[src/rtl/uart_rx_pkg.sv]
// Shared definitions for the AHB-Lite UART receiver:
// register map, STATUS/CTRL bit positions, FSM encodings.
package uart_rx_pkg;

    // Register word indices (HADDR[3:2])
    localparam logic [1:0] REG_DATA     = 2'd0;
    localparam logic [1:0] REG_STATUS   = 2'd1;
    localparam logic [1:0] REG_PRESCALE = 2'd2;
    localparam logic [1:0] REG_CTRL     = 2'd3;

    // Register byte offsets
    localparam logic [7:0] OFF_DATA     = 8'h00;
    localparam logic [7:0] OFF_STATUS   = 8'h04;
    localparam logic [7:0] OFF_PRESCALE = 8'h08;
    localparam logic [7:0] OFF_CTRL     = 8'h0C;

    // STATUS bit positions
    localparam int STAT_NE   = 0;
    localparam int STAT_FULL = 1;
    localparam int STAT_OVR  = 2;
    localparam int STAT_FERR = 3;
    localparam int STAT_CNT  = 4;

    // CTRL bit positions
    localparam int CTRL_EN = 0;
    localparam int CTRL_IE = 1;

    // Receiver FSM encodings
    localparam logic [1:0] S_IDLE  = 2'd0;
    localparam logic [1:0] S_START = 2'd1;
    localparam logic [1:0] S_DATA  = 2'd2;
    localparam logic [1:0] S_STOP  = 2'd3;

    // Registered AHB data-phase information
    typedef struct packed {
        logic [1:0] idx;
        logic       rd;
        logic       wr;
    } ahb_dphase_t;

    // A zero divider would never tick; treat it as 1
    function automatic logic [15:0] eff_prescale(input logic [15:0] p);
        return (p == 16'd0) ? 16'd1 : p;
    endfunction

endpackage

[src/rtl/ahbl_uart_rx_if.sv]
// AHB-Lite bus bundle for the UART receiver.
// master drives the address/data phase, slave answers.
interface ahbl_uart_rx_if;
    logic [31:0] HADDR;
    logic [1:0]  HTRANS;
    logic [2:0]  HSIZE;
    logic        HWRITE;
    logic        HREADY;
    logic        HSEL;
    logic [31:0] HWDATA;
    logic        HREADYOUT;
    logic [31:0] HRDATA;

    modport master (
        output HADDR, HTRANS, HSIZE, HWRITE,
        output HREADY, HSEL, HWDATA,
        input  HREADYOUT, HRDATA
    );

    modport slave (
        input  HADDR, HTRANS, HSIZE, HWRITE,
        input  HREADY, HSEL, HWDATA,
        output HREADYOUT, HRDATA
    );
endinterface

[src/rtl/uart_rx_fifo.sv]
// Receive FIFO, power-of-two depth, pointers wrap naturally.
// Push while full is accepted only if a pop happens too.
module uart_rx_fifo #(
    parameter int DEPTH = 8,
    parameter int AW    = $clog2(DEPTH)
) (
    input  logic          clk,
    input  logic          rst_n,
    input  logic          push,
    input  logic          pop,
    input  logic [7:0]    din,
    output logic [7:0]    dout,
    output logic          empty,
    output logic          full,
    output logic [AW:0]   count
);

    logic [7:0]    r_mem [DEPTH];
    logic [AW-1:0] r_wp;
    logic [AW-1:0] r_rp;
    logic [AW:0]   r_cnt;
    logic          w_do_push;
    logic          w_do_pop;

    assign empty = (r_cnt == '0);
    assign full  = (r_cnt == (AW+1)'(DEPTH));
    assign count = r_cnt;
    assign dout  = r_mem[r_rp];

    assign w_do_pop  = pop & ~empty;
    assign w_do_push = push & (~full | w_do_pop);

    // Storage array, written on accepted pushes
    always_ff @(posedge clk) begin
        if (w_do_push)
            r_mem[r_wp] <= din;
    end

    // Pointers and occupancy
    always_ff @(posedge clk) begin
        if (!rst_n) begin
            r_wp  <= '0;
            r_rp  <= '0;
            r_cnt <= '0;
        end else begin
            if (w_do_push)
                r_wp <= r_wp + 1'b1;
            if (w_do_pop)
                r_rp <= r_rp + 1'b1;
            case ({w_do_push, w_do_pop})
                2'b10:   r_cnt <= r_cnt + 1'b1;
                2'b01:   r_cnt <= r_cnt - 1'b1;
                default: r_cnt <= r_cnt;
            endcase
        end
    end

endmodule

[src/rtl/ahbl_uart_rx.sv]
// AHB-Lite UART receiver: 8N1, 16x oversampling,
// receive FIFO, overrun/framing flags, level interrupt.
module ahbl_uart_rx
    import uart_rx_pkg::*;
#(
    parameter int          FIFO_DEPTH   = 8,
    parameter logic [15:0] PRESCALE_RST = 16'd54
) (
    input  logic          HCLK,
    input  logic          HRESETn,
    ahbl_uart_rx_if.slave bus,
    input  logic          rx,
    output logic          irq
);

    localparam int CW = $clog2(FIFO_DEPTH) + 1;

    ahb_dphase_t r_dp;
    logic        r_en;
    logic        r_ie;
    logic [15:0] r_prescale;
    logic        r_ovr;
    logic        r_ferr;

    logic        r_rx_s1;
    logic        r_rx_s2;
    logic        r_rx_d;
    logic [15:0] r_pre_cnt;
    logic [1:0]  r_state;
    logic [3:0]  r_phase;
    logic [2:0]  r_bit;
    logic [7:0]  r_shift;

    logic        w_sel;
    logic        w_wr;
    logic        w_pop;
    logic        w_push;
    logic        w_fall;
    logic        w_tick;
    logic        w_start;
    logic        w_last;
    logic        w_stop_hit;
    logic        w_ferr_set;
    logic        w_ovr_set;
    logic        w_clr_ovr;
    logic        w_clr_ferr;
    logic [15:0] w_pre_eff;
    logic [7:0]  w_dout;
    logic        w_empty;
    logic        w_full;
    logic [CW-1:0] w_count;
    logic [3:0]  w_cnt4;
    logic [31:0] w_rdata;
    logic        w_unused;

    assign w_unused = ^{bus.HADDR[31:4], bus.HADDR[1:0],
                        bus.HSIZE, bus.HTRANS[0],
                        bus.HWDATA[31:16]};

    assign bus.HREADYOUT = 1'b1;
    assign bus.HRDATA    = w_rdata;

    assign w_sel = bus.HSEL & bus.HTRANS[1] & bus.HREADY;
    assign w_wr  = r_dp.wr & bus.HREADY;
    assign w_pop = r_dp.rd & bus.HREADY
                 & (r_dp.idx == REG_DATA) & ~w_empty;

    assign w_clr_ovr  = w_wr & (r_dp.idx == REG_STATUS)
                      & bus.HWDATA[STAT_OVR];
    assign w_clr_ferr = w_wr & (r_dp.idx == REG_STATUS)
                      & bus.HWDATA[STAT_FERR];

    assign w_fall     = r_rx_d & ~r_rx_s2;
    assign w_pre_eff  = eff_prescale(r_prescale);
    assign w_tick     = (r_pre_cnt == w_pre_eff - 16'd1);
    assign w_start    = r_en & (r_state == S_IDLE) & w_fall;
    assign w_last     = w_tick & (r_phase == 4'd15);
    assign w_stop_hit = r_en & (r_state == S_STOP) & w_last;
    assign w_push     = w_stop_hit & r_rx_s2;
    assign w_ferr_set = w_stop_hit & ~r_rx_s2;
    assign w_ovr_set  = w_push & w_full & ~w_pop;

    assign w_cnt4 = 4'(w_count);
    assign irq    = r_ie & ~w_empty;

    // Capture the address phase for use in the data phase
    always_ff @(posedge HCLK) begin
        if (!HRESETn) begin
            r_dp <= '0;
        end else if (bus.HREADY) begin
            r_dp.rd <= w_sel & ~bus.HWRITE;
            r_dp.wr <= w_sel & bus.HWRITE;
            if (w_sel)
                r_dp.idx <= bus.HADDR[3:2];
        end
    end

    // CTRL and PRESCALE register writes
    always_ff @(posedge HCLK) begin
        if (!HRESETn) begin
            r_en       <= 1'b0;
            r_ie       <= 1'b0;
            r_prescale <= PRESCALE_RST;
        end else if (w_wr) begin
            if (r_dp.idx == REG_CTRL) begin
                r_en <= bus.HWDATA[CTRL_EN];
                r_ie <= bus.HWDATA[CTRL_IE];
            end
            if (r_dp.idx == REG_PRESCALE)
                r_prescale <= bus.HWDATA[15:0];
        end
    end

    // Sticky error flags; a set event beats a same-cycle clear
    always_ff @(posedge HCLK) begin
        if (!HRESETn) begin
            r_ovr  <= 1'b0;
            r_ferr <= 1'b0;
        end else begin
            r_ovr  <= (r_ovr  & ~w_clr_ovr)  | w_ovr_set;
            r_ferr <= (r_ferr & ~w_clr_ferr) | w_ferr_set;
        end
    end

    // Two-flop synchronizer plus edge-detect history
    always_ff @(posedge HCLK) begin
        if (!HRESETn) begin
            r_rx_s1 <= 1'b1;
            r_rx_s2 <= 1'b1;
            r_rx_d  <= 1'b1;
        end else begin
            r_rx_s1 <= rx;
            r_rx_s2 <= r_rx_s1;
            r_rx_d  <= r_rx_s2;
        end
    end

    // Prescaler producing the 16x oversampling tick
    always_ff @(posedge HCLK) begin
        if (!HRESETn || w_start || w_tick)
            r_pre_cnt <= 16'd0;
        else
            r_pre_cnt <= r_pre_cnt + 16'd1;
    end

    // Receiver FSM: start validation, data shift, stop check
    always_ff @(posedge HCLK) begin
        if (!HRESETn) begin
            r_state <= S_IDLE;
            r_phase <= 4'd0;
            r_bit   <= 3'd0;
            r_shift <= 8'd0;
        end else if (!r_en) begin
            r_state <= S_IDLE;
            r_phase <= 4'd0;
            r_bit   <= 3'd0;
        end else begin
            case (r_state)
                S_IDLE: begin
                    if (w_fall) begin
                        r_state <= S_START;
                        r_phase <= 4'd0;
                    end
                end
                S_START: begin
                    if (w_tick) begin
                        if (r_phase == 4'd7) begin
                            r_phase <= 4'd0;
                            r_bit   <= 3'd0;
                            r_state <= r_rx_s2 ? S_IDLE : S_DATA;
                        end else begin
                            r_phase <= r_phase + 4'd1;
                        end
                    end
                end
                S_DATA: begin
                    if (w_tick) begin
                        r_phase <= r_phase + 4'd1;
                        if (r_phase == 4'd15) begin
                            r_shift <= {r_rx_s2, r_shift[7:1]};
                            r_bit   <= r_bit + 3'd1;
                            if (r_bit == 3'd7)
                                r_state <= S_STOP;
                        end
                    end
                end
                default: begin
                    if (w_tick) begin
                        r_phase <= r_phase + 4'd1;
                        if (r_phase == 4'd15)
                            r_state <= S_IDLE;
                    end
                end
            endcase
        end
    end

    // Read mux driven from the registered data-phase index
    always_comb begin
        w_rdata = 32'd0;
        if (r_dp.rd) begin
            unique case (1'b1)
                r_dp.idx == REG_DATA:
                    w_rdata[7:0] = w_empty ? 8'd0 : w_dout;
                r_dp.idx == REG_STATUS:
                    w_rdata[7:0] = {w_cnt4, r_ferr, r_ovr,
                                    w_full, ~w_empty};
                r_dp.idx == REG_PRESCALE:
                    w_rdata[15:0] = r_prescale;
                r_dp.idx == REG_CTRL:
                    w_rdata[1:0] = {r_ie, r_en};
                default:
                    w_rdata = 32'd0;
            endcase
        end
    end

    uart_rx_fifo #(
        .DEPTH (FIFO_DEPTH)
    ) u_fifo (
        .clk   (HCLK),
        .rst_n (HRESETn),
        .push  (w_push),
        .pop   (w_pop),
        .din   (r_shift),
        .dout  (w_dout),
        .empty (w_empty),
        .full  (w_full),
        .count (w_count)
    );

endmodule

[src/flat_wrapper.sv]
// flat-port wrapper written by rule: the top's interface ports become plain ports
module ahbl_uart_rx_flat import uart_rx_pkg::*;
#(
    parameter int          FIFO_DEPTH   = 8,
    parameter logic [15:0] PRESCALE_RST = 16'd54
)
  (HCLK, HRESETn, rx, irq, bus_HADDR, bus_HTRANS, bus_HSIZE, bus_HWRITE, bus_HREADY, bus_HSEL, bus_HWDATA, bus_HREADYOUT, bus_HRDATA);
  ahbl_uart_rx_if bus_i ();
  input  logic HCLK;
  input  logic HRESETn;
  input  logic rx;
  output logic irq;
  input wire logic [$bits(bus_i.HADDR)-1:0] bus_HADDR;
  input wire logic [$bits(bus_i.HTRANS)-1:0] bus_HTRANS;
  input wire logic [$bits(bus_i.HSIZE)-1:0] bus_HSIZE;
  input wire logic [$bits(bus_i.HWRITE)-1:0] bus_HWRITE;
  input wire logic [$bits(bus_i.HREADY)-1:0] bus_HREADY;
  input wire logic [$bits(bus_i.HSEL)-1:0] bus_HSEL;
  input wire logic [$bits(bus_i.HWDATA)-1:0] bus_HWDATA;
  output wire logic [$bits(bus_i.HREADYOUT)-1:0] bus_HREADYOUT;
  output wire logic [$bits(bus_i.HRDATA)-1:0] bus_HRDATA;
  assign bus_i.HADDR = bus_HADDR;
  assign bus_i.HTRANS = bus_HTRANS;
  assign bus_i.HSIZE = bus_HSIZE;
  assign bus_i.HWRITE = bus_HWRITE;
  assign bus_i.HREADY = bus_HREADY;
  assign bus_i.HSEL = bus_HSEL;
  assign bus_i.HWDATA = bus_HWDATA;
  assign bus_HREADYOUT = bus_i.HREADYOUT;
  assign bus_HRDATA = bus_i.HRDATA;
  ahbl_uart_rx #(.FIFO_DEPTH(FIFO_DEPTH), .PRESCALE_RST(PRESCALE_RST)) u_core (.HCLK(HCLK), .HRESETn(HRESETn), .bus(bus_i), .rx(rx), .irq(irq));
endmodule
[config.mk]
export PLATFORM = sky130hd
export DESIGN_NAME = ahbl_uart_rx_flat
export DESIGN_NICKNAME = d
export VERILOG_FILES = /design/src/rtl/uart_rx_pkg.sv /design/src/rtl/ahbl_uart_rx_if.sv /design/src/rtl/uart_rx_fifo.sv /design/src/rtl/ahbl_uart_rx.sv /design/src/flat_wrapper.sv
export SDC_FILE = /design/constraint.sdc
export NUM_CORES = 1
export LEC_CHECK = 0
export BUFFER_PORTS_ARGS = -buffer_cell sky130_fd_sc_hd__buf_4
export CORE_MARGIN = 2
export CORE_UTILIZATION = 40
export CTS_BUF_LIST = sky130_fd_sc_hd__clkbuf_4
export DETAILED_ROUTE_END_ITERATION = 16
export GPL_TIMING_DRIVEN = 0
export MAX_ROUTING_LAYER = met4
export PLACE_DENSITY_LB_ADDON = 0.3
export SKIP_LAST_GASP = 1
export SLEW_MARGIN = 20
export SYNTH_ARGS = -nofsm -noshare
export SYNTH_HDL_FRONTEND = slang
export SYNTH_HIERARCHICAL = 1
export SYNTH_SLANG_ARGS = --single-unit
[constraint.sdc]
create_clock -name HCLK -period 12.1 [get_ports HCLK]
set_clock_uncertainty 0.2 [all_clocks]
set_input_delay 3.025 -clock HCLK [delete_from_list [all_inputs] [get_ports HCLK]]
set_output_delay 3.025 -clock HCLK [all_outputs]
set_load 0.02 [all_outputs]
==> impl_metrics.tcl, run 1 <==
set metrics [dict create \
    status "completed" \
    r2r_end "u_core/u_fifo/count[3]" \
    drv_cap 0 \
    hold_class "flop to flop" \
    gp_congestion 0.898 \
    cts_tree "built" \
    synth_cell_type_count 78 \
    grt_overflow 0 \
    cts-root-buf "clkbuf_4" \
    power_density_mw_per_mm2 102 \
    antenna_cells 0 \
    start_util_pct 40.5 \
    cts.clk_slew.worst_paths_ns 0.11 \
    grt_pass1_vias 5050 \
    final_nets 807 \
    portBuffers 40 \
    drtIter0Drc 311 \
    drtAntennaViolNets 0 \
    endpoint "bus_HRDATA[5]" \
    r2r_start "u_core/r_prescale[11]" \
    crit_arrival_ns 2.88 \
    cp-start-kind "flop" \
    r2r_slack_ns 6.19 \
    synth_top_area_share_pct 27.6 \
    cts_resized 0 \
    finalCriticalPeriod_ns 6.10 \
    die_y_um 136 \
    power.leakage_nw 3.06 \
    synthFlopType "dfxtp_1" \
    grt_setup_unrepaired "no" \
    whs_ns 0.217 \
    met2WireLength_mm 8.12 \
    worstRegToRegCells 21 \
    grt_pass1_wl_mm 25.2 \
    ys_seq_elements 137 \
    coreArea_mm2 0.0172 \
    comb_power_share_pct 3.8 \
    hold_buffers 0 \
    internal_power_mw 0.627 \
    ir_drop_mv 0.0838 \
    yosysWarnings 6 \
    grt_use_total_pct 18.3 \
    max_freq_mhz 164 \
    rows 48 \
    path_class "flop to output port" \
    drc 0 \
    syn_avg_cell_area_um2 10.8 \
    syn-cell-area_mm2 0.00696 \
    fp.dieArea_mm2 0.0185 \
    critPathCaptureType "output port" \
    via_per_inst 5.42 \
    fin_tns_setup_ns 0 \
    vias 5200 \
    grt_max_degree 17 \
    ios 109 \
    p_sw_share_pct 22.7 \
    drive_gt1_share_pct 18.8 \
    route.met3.wl_um 584 \
    die_w_um 136 \
    fin_crit_sh_pct 50.4 \
    power.switching_mw 0.184 \
    slew_headroom_pct 47.3 \
    max_slew.worst_pin.slew_ns 0.786 \
    slew_violations 0 \
    clock_latency_ns 0.54 \
    synth_largest_area_cell "edfxtp_1" \
    clock-sinks 137 \
    async_reset_ff_share_pct 0 \
    hold_viol_final 0 \
    first_pass_iters 6 \
    clk_path_buf_depth 2 \
    drt-met1-wl_mm 6.93 \
    postSynthCellCount 647 \
    topRoutingLayerUsed "met4" \
    synth_most_common_cell "dfxtp_1" \
    synthTopCellsByCount "73 x dfxtp_1, 64 x edfxtp_1, 62 x nand2_1" \
    antenna_found_initial 0 \
    p_seq_share_pct 59.6 \
    setup_violations 0 \
    area_growth_syn_to_layout_pct 13.6 \
    yosys-top-cells-area "edfxtp_1 28%, dfxtp_1 21%, mux4_1 3.8%" \
    crit_required_ns 8.88 \
    fin_total_pwr_mw 0.811 \
    cp_max_fo 10 \
    dp_hpwl_mm 12.0 \
    wl_per_cell_um 16.6 \
    synth-edff-count 64 \
    htreeDepth 4 \
    numCtsBuffers 17 \
    drt-total-wl_mm 16.0 \
    cts_setup_buffers 0 \
    synth-seq-area-share_pct 48.6 \
    clkPwrFrac_pct 36.6 \
]
[final cells by class]
cell class	count	area, um2
well taps	225	282
clock buffers	21	158
fillers	1642	9270
clock inverters	11	123
repair buffers	41	305
flip-flops and latches	137	3380
multi-input cells	459	3290
plain buffers	54	325
inverters	12	45.0
[worst max-delay path, cell delays in order, from the launching register on]
cell and delay, ns:
dfxtp_1 0.32, clkbuf_1 0.29, buf_2 0.35, mux4_1 0.37
mux2_2 0.30, a22oi_1 0.23, nor2_1 0.08, a21oi_1 0.18
nor2_1 0.06, buf_4 0.16
[layout by cell type, fill, tap and decap left out, drive strengths merged, types with 14 or more instances in the layout]
cell type / instances
dfxtp: 73
buf: 68
edfxtp: 64
nand2: 62
nor2: 54
clkbuf: 48
nand3: 27
a21oi: 18
xor2: 18
mux2i: 17
conb: 17
o21ai: 17
xnor2: 16
mux4: 16
a21boi: 15
and2: 14
[cell families after synthesis]
group           synth area share [%]
buf+inv                         5.32
mux                             9.94
compound gates                  11.0
flops                           48.6
simple gates                    18.8
fa+ha+maj                       1.91
xor+xnor                        4.28
other cells                    0.108
[how the worst min path moves through the flow]
stage | start | end | slack [ns] | cells after the start
floorplan | u_core/r_rx_s1 | u_core/r_rx_s2 | 0.19 | 1
global placement | u_core/r_rx_s1 | u_core/r_rx_s2 | 0.20 | 1
detailed placement | u_core/r_rx_s1 | u_core/r_rx_s2 | 0.19 | 1
CTS | u_core/r_rx_s1 | u_core/r_rx_s2 | 0.22 | 1
global route | u_core/r_rx_s1 | u_core/r_rx_s2 | 0.24 | 1
finish | u_core/r_rx_s1 | u_core/r_rx_s2 | 0.22 | 1
[stage by stage]
stage	util [%]	instance area (um2)	instances	setup slack [ns]
after global routing	46.1	7910	960	5.76
after detailed placement	44.4	7630	928	6.12
after CTS	46.1	7910	960	5.93
after floorplan	-	7020	662	6.63
after global placement	44.2	7600	927	5.72
final	46.1	7910	960	6.00
[routing by layer]
layer	up-vias	global-route usage, %
met4	0	6.25
met2	110	31.3
met1	2569	20.9
met3	18	4.62
met5	-	-
li1	2503	-
[power groups by stage]
stage	registers (mW)	logic [mW]	clock network (mW)
floorplan	0.493	0.0195	0
global placement	0.494	0.0302	0
detailed placement	0.494	0.0305	0
CTS	0.483	0.0306	0.307
global route	0.484	0.0334	0.327
finish	0.483	0.0307	0.297
[sequential cells by signal (all words and copies together) (netlist names), named ones only]
signal	flops
u_core/u_fifo/r_wp	3
u_core/u_fifo/r_mem	64
u_core/r_bit	3
u_core/r_prescale	16
u_core/r_state	2
u_core/r_rx_s1	1
u_core/r_pre_cnt	16
u_core/r_rx_d	1
u_core/r_rx_s2	1
u_core/r_phase	4
u_core/u_fifo/count	4
u_core/r_ie	1
u_core/r_shift	8
u_core/r_en	1
u_core/r_dp	4
u_core/u_fifo/r_rp	3
u_core/r_ovr	1
u_core/r_ferr	1
Power figures use the tool's default switching activity.
==> run 2: changes to the inputs <==
==> constraint.sdc (replaced) <==
create_clock -name HCLK -period 5.1 [get_ports HCLK]
set_clock_uncertainty 0.2 [all_clocks]
set_input_delay 1.275 -clock HCLK [delete_from_list [all_inputs] [get_ports HCLK]]
set_output_delay 1.275 -clock HCLK [all_outputs]
set_load 0.02 [all_outputs]
==> run 2 against run 1 <==
  * Final area up 2.6%
  * Worst setup slack worse by 5.8 ns
  * Worst hold slack about the same
  * Sequential share of layout area down 0.93 points
  * Via count up 0.98%
  * Highest routed layer unchanged
==> impl_metrics.tcl, run 2 (synthesis results as in run 1) <==
set metrics [dict create \
    coreArea_mm2 0.0172 \
    antenna_found_initial 0 \
    grt_overflow 0 \
    grt_pass1_wl_mm 25.4 \
    hold_viol_final 0 \
    fin_area_mm2 0.00812 \
    hold_class "flop to flop" \
    drc 0 \
    drv_cap 0 \
    cp-start-kind "flop" \
    crit_arrival_ns 5.20 \
    ir_drop_mv 0.198 \
    start_util_pct 40.5 \
    drtIter0Drc 493 \
    grt_pass1_vias 5078 \
    post_dp_cell_area_mm2 0.00763 \
    portBuffers 40 \
    max_freq_mhz 202 \
    power.leakage_nw 3.12 \
    path_class "flop to flop" \
    vias 5251 \
    max_stage_delay_ns 0.55 \
    fin_crit_sh_pct 97.0 \
    wl_per_cell_um 16.8 \
    die_w_um 136 \
    gp_congestion 0.898 \
    rows 48 \
    cts.clk_slew.worst_paths_ns 0.12 \
    drive_gt1_share_pct 23.2 \
    finalCriticalPeriod_ns 4.95 \
    slew_headroom_pct 48.0 \
    largest_register_ffs 64 \
    slew_violations 0 \
    top_regs "u_core/u_fifo/r_mem (64), u_core/r_pre_cnt (16), u_core/r_prescale (16)" \
    critPathTopFamily "simple AND/OR/NAND/NOR gates" \
    grt_max_degree 17 \
    final_common_cell "buf_4" \
    first_pass_iters 5 \
    cp_max_fo 9 \
    place_inst 928 \
    fp.dieArea_mm2 0.0185 \
    clk_path_buf_depth 2 \
    power_density_mw_per_mm2 237 \
    final_cell_mix "70 x buf_4, 65 x dfxtp_1, 64 x edfxtp_1, 62 x nand2_1, 54 x nor2_1" \
    ios 109 \
    path_cells "buf_6 > or4_4 > nor4_4 > nor2_1 > ha_2 > or3b_2 > a311oi_1 > o311ai_0 > nand4_1 > buf_4 > nor4_4 > nand3_2 > nor2b_4 > buf_8 > inv_1 > nand2b_1 > inv_2 > ha_4 > nand3_2 > a211o_1 > a32o_1 > o21a_1" \
    cts_tree "built" \
    grt_use_total_pct 18.4 \
    via_per_inst 5.41 \
    slowest_stage "or4_4" \
    final_nets 818 \
    die_y_um 136 \
    hold_buffers 0 \
    clock_latency_ns 0.54 \
    crit_required_ns 5.35 \
    drtAntennaViolNets 0 \
    fin_tns_setup_ns 0 \
    dp_hpwl_mm 12.0 \
    max_slew.worst_pin.slew_ns 0.777 \
    cts-root-buf "clkbuf_4" \
    clock-sinks 137 \
    setup_violations 0 \
    area_growth_syn_to_layout_pct 16.6 \
    antenna_cells 0 \
    critPathCaptureType "flop" \
    drt-total-wl_mm 16.3 \
    status "completed" \
    top_register "u_core/u_fifo/r_mem" \
    cp_num_buf_inv 5 \
    htreeDepth 4 \
    numCtsBuffers 17 \
    fin_cells 971 \
]
-- run 2: area by class of cell --
cell class | instances | area [um2]
tap | 225 | 282
fill | 1625 | 9060
buffer | 52 | 327
sequential | 137 | 3400
inverter | 12 | 45.0
clock inverter | 11 | 123
multi-input combinational | 459 | 3380
timing repair buffer | 54 | 403
clock buffer | 21 | 158
-- run 2: power breakdown --
part	internal [mW]	leakage, nW	switching, mW
registers	1.14	1.34	0.00404
logic	0.0328	1.64	0.0418
clock network	0.313	0.148	0.393
total	1.49	3.12	0.439
-- run 2: timing repair --
| action | CTS | global route |
|---|---|---|
| setup endpoints to repair | 65 | 1 |
| resized for setup | 15 | 16 |
| buffers inserted | 4 | 9 |
| pin swaps | 4 | 7 |
-- run 2: path summary, 6_finish.rpt --
check / start / to / slack [ns] / cells past startpoint
worst min-delay path: u_core/r_rx_s1 / u_core/r_rx_s2 / 0.22 / 1
worst min register to register: u_core/r_rx_s1 / u_core/r_rx_s2 / 0.22 / 1
worst max register to register: u_core/r_prescale[12] / u_core/u_fifo/count[3] / 0.15 / 22
worst max-delay path: u_core/r_prescale[12] / u_core/u_fifo/count[3] / 0.15 / 22
-- run 2: worst reg2reg max path, cell delays in order (launching register included) --
cell and delay (ns):
dfxtp_1 0.32, buf_6 0.13, or4_4 0.55, nor4_4 0.38, nor2_1 0.09, ha_2 0.24, or3b_2 0.26, a311oi_1 0.06
o311ai_0 0.21, nand4_1 0.17, buf_4 0.20, nor4_4 0.20, nand3_2 0.17, nor2b_4 0.17, buf_8 0.11, inv_1 0.07
nand2b_1 0.12, inv_2 0.08, ha_4 0.29, nand3_2 0.10, a211o_1 0.33, a32o_1 0.24, o21a_1 0.17
-- run 2: per-stage QoR --
stage	setup slack [ns]	hold slack, ns	power [mW]	utilization, %
after floorplan	0.207	0.186	1.22	-
after global placement	-0.931	0.199	1.24	44.2
after detailed placement	-0.739	0.192	1.24	44.4
after CTS	0.00963	0.218	1.95	46.6
after global routing	-0.0427	0.244	2.00	47.3
final	0.153	0.217	1.93	47.3
-- run 2: layer usage --
layer  vias up  part of all wire [%]  track usage (%)
li1       2527                     -                -
met3        22                   4.0             4.44
met4         0                   2.1             6.08
met1      2575                    43             21.2
met5         -                     0                -
met2       127                    51             31.7
==> run 3: changes to the inputs <==
--- a/config.mk
+++ b/config.mk
@@ -12,10 +12,9 @@
 export DETAILED_ROUTE_END_ITERATION = 16
 export GPL_TIMING_DRIVEN = 0
 export MAX_ROUTING_LAYER = met4
-export PLACE_DENSITY_LB_ADDON = 0.3
+export PLACE_DENSITY_LB_ADDON = 0.2
 export SKIP_LAST_GASP = 1
 export SLEW_MARGIN = 20
 export SYNTH_ARGS = -nofsm -noshare
 export SYNTH_HDL_FRONTEND = slang
-export SYNTH_HIERARCHICAL = 1
 export SYNTH_SLANG_ARGS = --single-unit
==> run 3 against run 2 <==
  * Critical path type unchanged
  * Largest power group unchanged
  * Total power decreased by 0.97%
  * Register-to-register slack is essentially flat
  * Critical endpoint is now u_core.u_fifo.count[3]
  * Worst hold slack better by 0.0038 ns
  * Critical path depth is 3 lower
  * Combinational power fell by 5.8%
==> impl_metrics.tcl, run 3 <==
set metrics [dict create \
    ios 109 \
    post_dp_cell_area_mm2 0.00744 \
    cts-root-buf "clkbuf_4" \
    finalWorstSetupSlack_ns 0.140 \
    hold_buffers 0 \
    fin_total_pwr_mw 1.91 \
    synthTopCellsByCount "73 x dfxtp_1, 72 x nand2_1, 64 x edfxtp_1" \
    syn_avg_cell_area_um2 10.6 \
    crit_arrival_ns 5.21 \
    coreArea_mm2 0.0165 \
    synth_cell_type_count 70 \
    grt_pass1_wl_mm 25.9 \
    async_reset_ff_share_pct 0 \
    fin_area_mm2 0.00778 \
    synth_largest_area_cell "edfxtp_1" \
    drv_cap 0 \
    drtAntennaViolNets 0 \
    start_util_pct 40.8 \
    synth-edff-count 64 \
    hold_viol_final 0 \
    slowest_stage "or3b_2" \
    gp_congestion 0.900 \
    cp-start-kind "flop" \
    final_common_cell "dfxtp_1" \
    ys_seq_elements 137 \
    postSynthCellCount 638 \
    drive_gt1_share_pct 21.1 \
    max_stage_delay_ns 0.52 \
    die_w_um 134 \
    ir_drop_mv 0.127 \
    cts.clk_slew.worst_paths_ns 0.14 \
    antenna_found_initial 1 \
    htreeDepth 4 \
    setup_violations 0 \
    grt_use_total_pct 19.1 \
    yosys-top-cells-area "edfxtp_1 29%, dfxtp_1 22%, mux4_2 5.3%" \
    top_register "u_core.u_fifo.r_mem" \
    worstRegToRegCells 19 \
    clock_latency_ns 0.56 \
    endpoint "u_core.u_fifo.count[3]" \
    status "completed" \
    clock-sinks 137 \
    clk_path_buf_depth 2 \
    drc 0 \
    r2r_slack_ns 0.14 \
    path_class "flop to flop" \
    drtIter0Drc 287 \
    startpoint "u_core.r_prescale[12]" \
    min_path_cells 1 \
    critPathCaptureType "flop" \
    slew_headroom_pct 45.6 \
    grt_max_degree 17 \
    syn-cell-area_mm2 0.00674 \
    synth_top_area_share_pct 28.5 \
    cts_tree "built" \
    fp.dieArea_mm2 0.0179 \
    synthFlopType "dfxtp_1" \
    power_density_mw_per_mm2 245 \
    yosysWarnings 0 \
    power.leakage_nw 2.80 \
    cp_num_buf_inv 2 \
    via_per_inst 5.35 \
    path_cells "clkbuf_1 > or4_4 > nor4_4 > a21oi_1 > ha_1 > or3b_2 > nor4_2 > nand2_1 > nor4_2 > o21ai_0 > and4bb_4 > buf_6 > a21oi_1 > ha_1 > a21o_1 > a21oi_1 > or4_4 > a21oi_1 > nor3b_2" \
    vias 5106 \
    die_y_um 134 \
    fin_cells 955 \
    r2r_start "u_core.r_prescale[12]" \
    top_regs "u_core.u_fifo.r_mem (64), u_core.r_pre_cnt (16), u_core.r_prescale (16)" \
    r2r_end "u_core.u_fifo.count[3]" \
    wl_per_cell_um 17.0 \
    final_cell_mix "73 x dfxtp_1, 72 x nand2_1, 67 x buf_4, 64 x edfxtp_1, 46 x nor2_1" \
    critPathMostFrequentCell "a21oi_1" \
    portBuffers 40 \
    first_pass_iters 5 \
    slew_violations 0 \
    internal_power_mw 1.39 \
    synth-seq-area-share_pct 50.2 \
    comb_power_share_pct 3.7 \
    area_growth_syn_to_layout_pct 15.5 \
    grt_overflow 0 \
    p_sw_share_pct 27.2 \
    final_nets 810 \
    dp_hpwl_mm 11.8 \
    fin_crit_sh_pct 97.2 \
    finalCriticalPeriod_ns 4.96 \
    cp.depth 19 \
    numCtsBuffers 17 \
    drt-total-wl_mm 16.2 \
    crit_required_ns 5.35 \
    rows 47 \
    hold_class "flop to flop" \
    max_freq_mhz 202 \
    clkPwrFrac_pct 36.2 \
    largest_register_ffs 64 \
    place_inst 917 \
    synth_most_common_cell "dfxtp_1" \
    max_slew.worst_pin.slew_ns 0.812 \
    fin_tns_setup_ns 0 \
    grt_pass1_vias 5025 \
    critPathTopFamily "simple AND/OR/NAND/NOR gates" \
    p_seq_share_pct 60.2 \
    power.switching_mw 0.519 \
    cp_max_fo 10 \
    dp_slack_ns -0.0391 \
]
[run 3: how the worst min path moves through the flow]
stage	from	to	slack, ns
3_5_place_dp	u_core.r_rx_s1	u_core.r_rx_s2	0.19
3_3_place_gp	u_core.r_rx_s1	u_core.r_rx_s2	0.19
5_1_grt	u_core.r_rx_s1	u_core.r_rx_s2	0.24
2_1_floorplan	u_core.r_rx_s1	u_core.r_rx_s2	0.19
4_1_cts	u_core.r_rx_s1	u_core.r_rx_s2	0.22
6_report	u_core.r_rx_s1	u_core.r_rx_s2	0.22
[run 3: kinds of logic (layout without fill, tap and decap cells)]
| kind of cell | count (synthesis) | after routing | synth area share, % |
|---|---|---|---|
| AO/OA/AOI/OAI | 104 | 104 | 9.58 |
| XOR/XNOR | 36 | 36 | 4.68 |
| adder cells (fa/ha/maj) | 14 | 14 | 2.71 |
| buffers and inverters | 74 | 155 | 5.37 |
| flip-flops | 137 | 137 | 50.2 |
| multiplexers | 32 | 32 | 7.76 |
| other | 2 | 18 | 0.111 |
| AND/OR/NAND/NOR | 239 | 239 | 19.6 |
[run 3: layer usage]
layer  wire length (um)  track usage [%]
met2               7660             30.4
met1               7450             24.3
met4                265             5.97
met5                  0                -
met3                866             4.65
[run 3: stage by stage]
stage	util [%]	hold slack, ns
final	47.1	0.221
after global routing	47.1	0.239
after global placement	44.6	0.191
after detailed placement	45.1	0.193
after floorplan	-	0.186
after CTS	46.8	0.224
[run 3: repair_timing]
| action | CTS | global route |
|---|---|---|
| gates resized for setup | 3 | 4 |
| endpoints found under the setup margin | 14 | 49 |
| pin swaps | 1 | 4 |
| buffers inserted | 2 | 4 |
[run 3: final cells by class]
| cell class | instances | area, um2 |
|---|---|---|
| sequential | 137 | 3380 |
| fill | 1559 | 8740 |
| timing repair buffer | 50 | 375 |
| clock buffer | 17 | 128 |
| inverter | 20 | 75.1 |
| antenna | 1 | 2.50 |
| tap | 220 | 275 |
| buffer | 53 | 290 |
| clock inverter | 15 | 134 |
| multi-input combinational | 442 | 3120 |
[run 3: power by group through the flow]
stage | logic (mW) | clock network [mW] | registers (mW)
6_report | 0.0702 | 0.690 | 1.15
5_1_grt | 0.0761 | 0.750 | 1.15
4_1_cts | 0.0696 | 0.708 | 1.15
3_5_place_dp | 0.0693 | 0 | 1.17
3_3_place_gp | 0.0693 | 0 | 1.17
2_1_floorplan | 0.0449 | 0 | 1.17
